<file path="src/rtl/ctrl_encode_def.sv">
// ---------------------------------------------------------------------------
// ctrl_encode_def
//   Shared definitions for the memory-port arbiter and its neighbours:
//     - 2-bit state encodings for the arbiter FSM and an enum built on them
//     - WORD_CTRL, the access-width code used for instruction fetches
//     - mem_cmd_t, the latched command presented to the shared memory port
//     - fetch_cmd(), builds the fixed-format command for a fetch
// ---------------------------------------------------------------------------
package ctrl_encode_def;

    // Arbiter state encodings.
    localparam logic [1:0] ST_IDLE    = 2'd0;
    localparam logic [1:0] ST_SERV_DM = 2'd1;
    localparam logic [1:0] ST_SERV_IF = 2'd2;
    localparam logic [1:0] ST_DONE    = 2'd3;

    typedef enum logic [1:0] {
        IDLE    = ST_IDLE,
        SERV_DM = ST_SERV_DM,
        SERV_IF = ST_SERV_IF,
        DONE    = ST_DONE
    } arb_state_t;

    // Full-word, unsigned access code; fetches always use it.
    localparam logic [2:0] WORD_CTRL = 3'b000;

    // Width of the wait-state counter; covers the largest legal TIMEOUT.
    localparam int CNT_W = 8;

    // Command captured at grant time and held on the memory port.
    typedef struct packed {
        logic [31:0] addr;
        logic [31:0] wdata;
        logic        we;
        logic [2:0]  ctrl;
    } mem_cmd_t;

    // A fetch is always a word read.
    function automatic mem_cmd_t fetch_cmd(input logic [31:0] addr);
        mem_cmd_t cmd;
        cmd.addr  = addr;
        cmd.wdata = 32'h0000_0000;
        cmd.we    = 1'b0;
        cmd.ctrl  = WORD_CTRL;
        return cmd;
    endfunction

endpackage

</file>
<file path="src/rtl/mem_port_arbiter.sv">
// ---------------------------------------------------------------------------
// mem_port_arbiter
//   Shares one memory port between instruction fetch (if_*) and the MEM-stage
//   data port (dm_*). The data port has fixed priority. A granted request is
//   latched, so the requester may change its inputs after the grant. A
//   transaction ends on mem_ack (ready pulse one cycle later, via DONE) or on
//   timeout (ready pulse with zero data, sticky err, straight back to IDLE).
//
//   Parameters
//     TIMEOUT   max SERV cycles waiting for mem_ack (2..255)
//   Ports
//     clk, reset                 clock, synchronous active-high reset
//     if_req/if_addr             fetch request and address
//     if_rdata/if_ready          fetched word, one-cycle completion pulse
//     dm_req/dm_we/dm_addr/
//     dm_wdata/dm_ctrl           data request, store flag, address, data, width
//     dm_rdata/dm_ready          load data, one-cycle completion pulse
//     mem_en/mem_we/mem_addr/
//     mem_wdata/mem_ctrl         shared memory command (valid while mem_en)
//     mem_rdata/mem_ack          memory read data and one-cycle completion
//     stall                      pipeline freeze while any request is open
//     err                        sticky timeout flag
// ---------------------------------------------------------------------------
module mem_port_arbiter
    import ctrl_encode_def::*;
#(
    parameter int TIMEOUT = 16
) (
    input  logic        clk,
    input  logic        reset,

    input  logic        if_req,
    input  logic [31:0] if_addr,
    output logic [31:0] if_rdata,
    output logic        if_ready,

    input  logic        dm_req,
    input  logic        dm_we,
    input  logic [31:0] dm_addr,
    input  logic [31:0] dm_wdata,
    input  logic [2:0]  dm_ctrl,
    output logic [31:0] dm_rdata,
    output logic        dm_ready,

    output logic        mem_en,
    output logic        mem_we,
    output logic [31:0] mem_addr,
    output logic [31:0] mem_wdata,
    output logic [2:0]  mem_ctrl,
    input  logic [31:0] mem_rdata,
    input  logic        mem_ack,

    output logic        stall,
    output logic        err
);

    // Counter value at which the last allowed SERV cycle is reached.
    localparam logic [CNT_W-1:0] CNT_LAST = CNT_W'(TIMEOUT - 1);

    arb_state_t       state;
    mem_cmd_t         cmd;
    logic [CNT_W-1:0] wait_cnt;

    // The memory port always reflects the latched command; mem_en qualifies it.
    assign mem_addr  = cmd.addr;
    assign mem_wdata = cmd.wdata;
    assign mem_ctrl  = cmd.ctrl;

    // NOTE: stall is a plain continuous assignment of the inputs and the
    // registered ready pulses, so no storage can be inferred for it.
    assign stall = (dm_req && !dm_ready) || (if_req && !if_ready);

    // NOTE: every register below is assigned with <= so all of them update
    // together from the values present before the edge.
    always_ff @(posedge clk) begin
        if (reset) begin
            state    <= IDLE;
            cmd      <= '0;
            wait_cnt <= '0;
            mem_en   <= 1'b0;
            mem_we   <= 1'b0;
            if_rdata <= 32'h0000_0000;
            dm_rdata <= 32'h0000_0000;
            if_ready <= 1'b0;
            dm_ready <= 1'b0;
            err      <= 1'b0;
        end else begin
            // Ready outputs are single-cycle pulses.
            if_ready <= 1'b0;
            dm_ready <= 1'b0;

            case (state)
                IDLE: begin
                    // A requester whose ready is high this cycle (timeout exit)
                    // is still holding req for that cycle; it is not a new
                    // request and must not be granted again.
                    if (dm_req && !dm_ready) begin
                        cmd.addr  <= dm_addr;
                        cmd.wdata <= dm_wdata;
                        cmd.we    <= dm_we;
                        cmd.ctrl  <= dm_ctrl;
                        mem_en    <= 1'b1;
                        mem_we    <= dm_we;
                        wait_cnt  <= '0;
                        state     <= SERV_DM;
                    end else if (if_req && !if_ready) begin
                        cmd      <= fetch_cmd(if_addr);
                        mem_en   <= 1'b1;
                        mem_we   <= 1'b0;
                        wait_cnt <= '0;
                        state    <= SERV_IF;
                    end
                end

                SERV_DM, SERV_IF: begin
                    if (mem_ack) begin
                        mem_en <= 1'b0;
                        mem_we <= 1'b0;
                        if (state == SERV_DM) begin
                            dm_rdata <= mem_rdata;
                            dm_ready <= 1'b1;
                        end else begin
                            if_rdata <= mem_rdata;
                            if_ready <= 1'b1;
                        end
                        state <= DONE;
                    end else if (wait_cnt == CNT_LAST) begin
                        // Give up: complete the requester with zero data so
                        // the pipeline can move on, and remember the fault.
                        mem_en <= 1'b0;
                        mem_we <= 1'b0;
                        err    <= 1'b1;
                        if (state == SERV_DM) begin
                            dm_rdata <= 32'h0000_0000;
                            dm_ready <= 1'b1;
                        end else begin
                            if_rdata <= 32'h0000_0000;
                            if_ready <= 1'b1;
                        end
                        state <= IDLE;
                    end else begin
                        wait_cnt <= wait_cnt + 1'b1;
                    end
                end

                // The ready pulse is out this cycle; the requester's req is
                // still high, so re-arbitration waits for IDLE.
                DONE: state <= IDLE;

                default: state <= IDLE;
            endcase
        end
    end

endmodule

</file>
<file path="config.mk">
export PLATFORM = sky130hd
export DESIGN_NAME = mem_port_arbiter
export DESIGN_NICKNAME = d
export VERILOG_FILES = /design/src/rtl/ctrl_encode_def.sv /design/src/rtl/mem_port_arbiter.sv
export SDC_FILE = /design/constraint.sdc
export NUM_CORES = 1
export LEC_CHECK = 0
export BUFFER_PORTS_ARGS = -buffer_cell sky130_fd_sc_hd__buf_2
export CORE_MARGIN = 2
export CORE_UTILIZATION = 47
export CTS_CLUSTER_SIZE = 10
export DETAILED_ROUTE_END_ITERATION = 8
export GPL_ROUTABILITY_DRIVEN = 0
export HOLD_SLACK_MARGIN = 0.12
export PLACE_DENSITY = 0.8
export SETUP_SLACK_MARGIN = 0.1
export SLEW_MARGIN = 20
export SYNTH_ARGS = -nofsm -noshare
export SYNTH_HDL_FRONTEND = slang
export SYNTH_SLANG_ARGS = --single-unit
</file>
<file path="constraint.sdc">
create_clock -name clk -period 2.5 [get_ports clk]
set_clock_uncertainty 0.2 [all_clocks]
set_input_delay 0.375 -clock clk [delete_from_list [all_inputs] [get_ports clk]]
set_output_delay 0.375 -clock clk [all_outputs]
set_load 0.03 [all_outputs]
</file>
# Word-level counts from Yosys, hierarchy flattened
# Cells that the tools add are included.
# totals
out_inout_bits	137
register_bits	146
word_cells	76
in_bits	137
# classes
mux	34
bitwise_logic	3
reduce_logical	18
n_eq_ne	8
addsub	1
# ops
op	n
32-bit 2-to-1 mux	8
68-bit 2-to-1 mux	2
8-bit 2-to-1 mux	4
8-bit one-hot mux with 2 select lines	1
1-bit 2-to-1 mux	12
3-bit AND reduction	4
8-bit by 1-bit adder with 8-bit output, second input constant	1
8-bit by 4-bit equality test with 1-bit output, second input constant	1
2-bit 2-to-1 mux	4
3-bit inequality test, second input constant	2
2-bit one-hot mux with 3 select lines	1
2-bit nonzero test	3
2-bit equality test, second input constant	2
2-bit inequality test, second input constant	2
1-bit one-hot mux with 2 select lines	2
2-bit AND reduction	2
4-bit AND reduction	1
2-bit OR reduction	2
1-bit inverter	3
2-bit by 1-bit equality test with 1-bit output, second input constant	1
1-bit logical AND	2
1-bit logical NOT	2
2-bit logical NOT	1
1-bit logical OR	1

# Longest topological paths before layout
# depth
ltp_word	5
ltp_mapped	8
depth_no_buf	6

# Least setup slack after synthesis
# OpenSTA, ideal clock, no wires.
# synth_path
kind	register to output
start	register dm_ready
end	output stall
t_arrival_ps	1406
t_required_ps	1925
path_buffers	2
stages_incl_launch_ff	5
path_slack_ps	519
cell_sequence	dfxtp_1 nand2b_1 buf_2 buf_1 nand2_1
# synth_between
elab_chain_cells	3
# synth_rtl
element	line_no	rtl
start, declared	mem_port_arbiter.sv:43	output logic dm_ready,
start signal, assigned	mem_port_arbiter.sv:85	dm_ready <= 1'b0;
start signal, assigned	mem_port_arbiter.sv:90	dm_ready <= 1'b0;
start signal, assigned	mem_port_arbiter.sv:121	dm_ready <= 1'b1;
1-bit logical NOT	mem_port_arbiter.sv:71	assign stall = (dm_req && !dm_ready) || (if_req && !if_ready);
1-bit logical AND	mem_port_arbiter.sv:71	
1-bit logical OR	mem_port_arbiter.sv:71	
end, declared	mem_port_arbiter.sv:53	output logic stall,
# No other way between the ends.

# Worst setup path in the final report
# layout_path
start	register if_ready
end	register cmd (netlist bit mem_addr[30])
# layout_between
elab_chain_cells	4
# layout_rtl
element	line_no	rtl
start, declared	mem_port_arbiter.sv:35	output logic if_ready,
start signal, assigned	mem_port_arbiter.sv:84	if_ready <= 1'b0;
start signal, assigned	mem_port_arbiter.sv:89	if_ready <= 1'b0;
start signal, assigned	mem_port_arbiter.sv:124	if_ready <= 1'b1;
1-bit logical NOT	mem_port_arbiter.sv:106	end else if (if_req && !if_ready) begin
1-bit logical AND	mem_port_arbiter.sv:106	
2-bit nonzero test (no line)	-	
2-bit AND reduction (no line)	-	
end signal, assigned	mem_port_arbiter.sv:107	cmd <= fetch_cmd(if_addr);
end, declared	mem_port_arbiter.sv:61	mem_cmd_t cmd;
# No other way between the ends.
# A chain may end at the register's enable or synchronous reset.

==> summary.md <==
| Metric | Value |
|---|---|
| Core ar. | `12,100 sq um` |
| Routed WL | `22.9 mm` |
| Die width | `116 microns` |
| Fin Setup TNS | `0 ns` |
| Status | `complete, no violations` |
| Cell variety after synth | `37` |
| Clock buffer depth | `2` |
| Ys Warns | `0` |
| Vias/cell | `5.73` |
| CP endpoint kind | `flop` |
| Cell Rows | `40` |
| Initial antenna violation count | `2` |
| Synth Area per Inst | `8.47 sq um` |
| Final min period | `2.40 ns` |
| R2R cell count | `6` |
| Die outline height | `116 microns` |
| Total CTS buffers | `17` |
| First drt pass iteration count | `7` |
| Reg2reg setup slack | `0.1 ns` |
| GR Util All Layers | `32.4%` |
| H-tree levels | `4` |
| Wire per inst | `18.5 microns` |
| IO Pins | `274` |
| Post-synthesis mux area share | `0%` |
| Number of clock sinks | `146` |
| Hold Startpoint | `dm_addr[11]` |
| CP Max Fanout | `16` |
| Slew Viols, Final | `0` |
| Rel. slew slack | `51.3%` |
| Register area share after synthesis | `49.6%` |
| Cells after Synth | `696` |
| Die Area | `13,500 sq um` |
| Commonest non-fill, non-tap cells in the layout | `buf_2 (272), dfxtp_1 (146), dlygate4sd3_1 (131)` |
| CP cell instances | `nand2b_1 > a21boi_4 > clkbuf_16 > nor2_1 > a311oi_1 > dlygate4sd3_1` |
| Final net count | `1,200` |
| Fill count | `821` |
| Post-Synth XOR/XNOR Area | `0%` |
| DR vias | `7,104` |
| Global-route wire length before repair | `33.9 mm` |
| Area of the multi-input gates | `2650 sq um` |
| Tightest Pin Transition | `0.731 ns` |
| Crit Path Category | `reg2reg` |
| Antenna Violating Nets Remaining | `0` |
| Crit-path slowest cell | `dlygate4sd3_1` |
| Drt drc | `0` |
| Mapped Nets | `837` |
| Combinational family with the most area after synthesis | `compound AO/OA/AOI/OAI gates` |
| Finished Cell Area | `9360 sq um` |
| Clock slew at reported path FFs | `0.06 ns` |
| Final hold vios | `0` |
| Initial core utilization | `48.7%` |
| Pwr Density | `1140 nW/um^2` |
| Hpwl dp | `11.9 mm` |
| Worst Setup Start Kind | `flop` |
| Largest net degree at the start of global routing | `75` |
| RSZ-0062 raised after global routing | `true` |
| Share of cells above drive strength 1 | `31.3%` |
| Overflow after GRT | `0` |
| CTS tree | `built` |
| Mapped cell area | `5900 sq um` |
| Crit-path max cell delay | `0.59 ns` |
| Placed instance area | `7330 sq um` |
| RR Endpoint | `mem_addr[30]` |
| Diode count | `0` |
| Final setup viols | `0` |
| Post-synth EDFFs | `0` |
| Most used DFF post-synth | `dfxtp_1` |
| Worst Path Arrival | `2.56 ns` |
| Synthesis-to-finish area growth | `58.7%` |
| CP required | `2.66 ns` |
| Final Cycle Share | `96.1%` |
| Synth Area in Compound Gates | `24.0%` |
| CP startpoint | `if_ready` |
| Static leakage | `0.00420 uW` |
| Flip-flop and latch count after synthesis | `146` |
| Initial drt markers | `874` |
| FF-to-FF Start | `if_ready` |
| Register Area | `2920 sq um` |
| Max-cap viol count | `0` |
| Crit path to | `mem_addr[30]` |
| Adder-Cell Fraction of Synth Area | `0.849%` |
| Vias in the first global route | `6,637` |
| Post-Synth Simple-Gate Area | `19.2%` |
| Clock latency on the worst-skew pair | `0.42 ns` |
| Async SR Flop Fraction | `0%` |
| Hold WC Path Type | `in2reg` |
| Max VDD drop | `606 uV` |
| Fmax | `0.416 GHz` |
| Root Driver | `clkbuf_16` |
| Most common cell after layout, fill and taps aside | `buf_2` |
| Port bufs | `273` |
layer usage:
metal,track usage [%],vias up,wire [microns]
met4,18.8,2,1260
met1,36.8,3307,8620
met5,0,-,15
met3,11.0,107,1910
li1,-,3285,-
met2,53.1,403,11100
how the worst min path moves through the flow:
stage | end | slack, ns | cells after the start
after CTS | err | 0.15 | 4
after floorplan | wait_cnt[1] | 0.28 | 2
final | mem_addr[11] | 0.17 | 3
after global placement | err | 0.25 | 2
after detailed placement | err | 0.26 | 2
after global routing | mem_addr[11] | 0.20 | 3
flip-flops by register name, indices dropped and copies added (netlist names):
name / flops
dm_rdata: 32
if_rdata: 32
mem_addr: 32
mem_wdata: 32
wait_cnt: 8
mem_ctrl: 3
state: 2
dm_ready: 1
err: 1
if_ready: 1
mem_en: 1
mem_we: 1
cell families (layout without fill, tap and decap cells):
kind of cell / count (synthesis) / in the layout
AOI/OAI and AO/OA: 227 / 227
DFF: 146 / 146
buffers and inverters: 85 / 461
and+or+nand+nor: 234 / 234
adders and majority gates: 4 / 4
critical path: cells and delay by family, from the launching register on:
family | cells | cell delay (ns)
buf+inv | 2 | 0.83
flops | 1 | 0.32
simple gates | 2 | 0.38
compound gates | 2 | 0.61
area by class of cell:
cell class	instances	share of cell area, %
inverters	6	0.241
repair buffers	423	31.1
flip-flops and latches	146	31.2
multi-input cells	465	28.3
clock inverters	8	1.59
well taps	168	2.25
clock buffers	24	5.25
metrics by stage:
| step | setup slack [ns] | total power (uW) | hold slack (ns) | utilization (%) | instances |
|---|---|---|---|---|---|
| global route | 0.0172 | 11200 | 0.203 | 77.3 | 1240 |
| floorplan | 0.519 | 6100 | 0.280 | - | 696 |
| CTS | 0.146 | 10300 | 0.147 | 76.7 | 1239 |
| detailed placement | 0.310 | 7150 | 0.257 | 60.5 | 1075 |
| global placement | 0.347 | 7100 | 0.253 | 60.5 | 1075 |
| finish | 0.0971 | 10700 | 0.170 | 77.3 | 1240 |
report_power, final:
part           internal, uW  leakage (uW)  total, uW  switching [uW]
registers              2800       0.00119       3050             253
logic                  1660       0.00270       4860            3190
clock network          1780      0.000307       2740             964
synthesized netlist by cell type (3+ instances only):
master	instances	area share [%]
dfxtp_1	146	50
a21oi_1	70	5.9
nor2_1	69	4.4
nand2_1	68	4.3
nand4_1	66	7.0
o21ai_1	56	4.8
clkbuf_1	46	2.9
a22oi_1	35	4.5
a311oi_1	34	5.0
buf_2	20	1.7
o21ai_0	14	1.2
nand3_1	8	0.68
buf_1	6	0.38
inv_1	6	0.38
nor3_1	6	0.51
buf_4	5	0.64
a32o_1	4	0.68
ha_1	4	0.85
nand2b_1	3	0.32
nor2b_1	3	0.32
nor4_1	3	0.32
timing repair:
item / in CTS / in global routing
hold buffers: 132 / 0
setup endpoints to repair: 0 / 32
buffers inserted: 0 / 0
resized for setup: 0 / 6
hold endpoints to repair: 132 / 0
(Power assumes the default switching activity.)
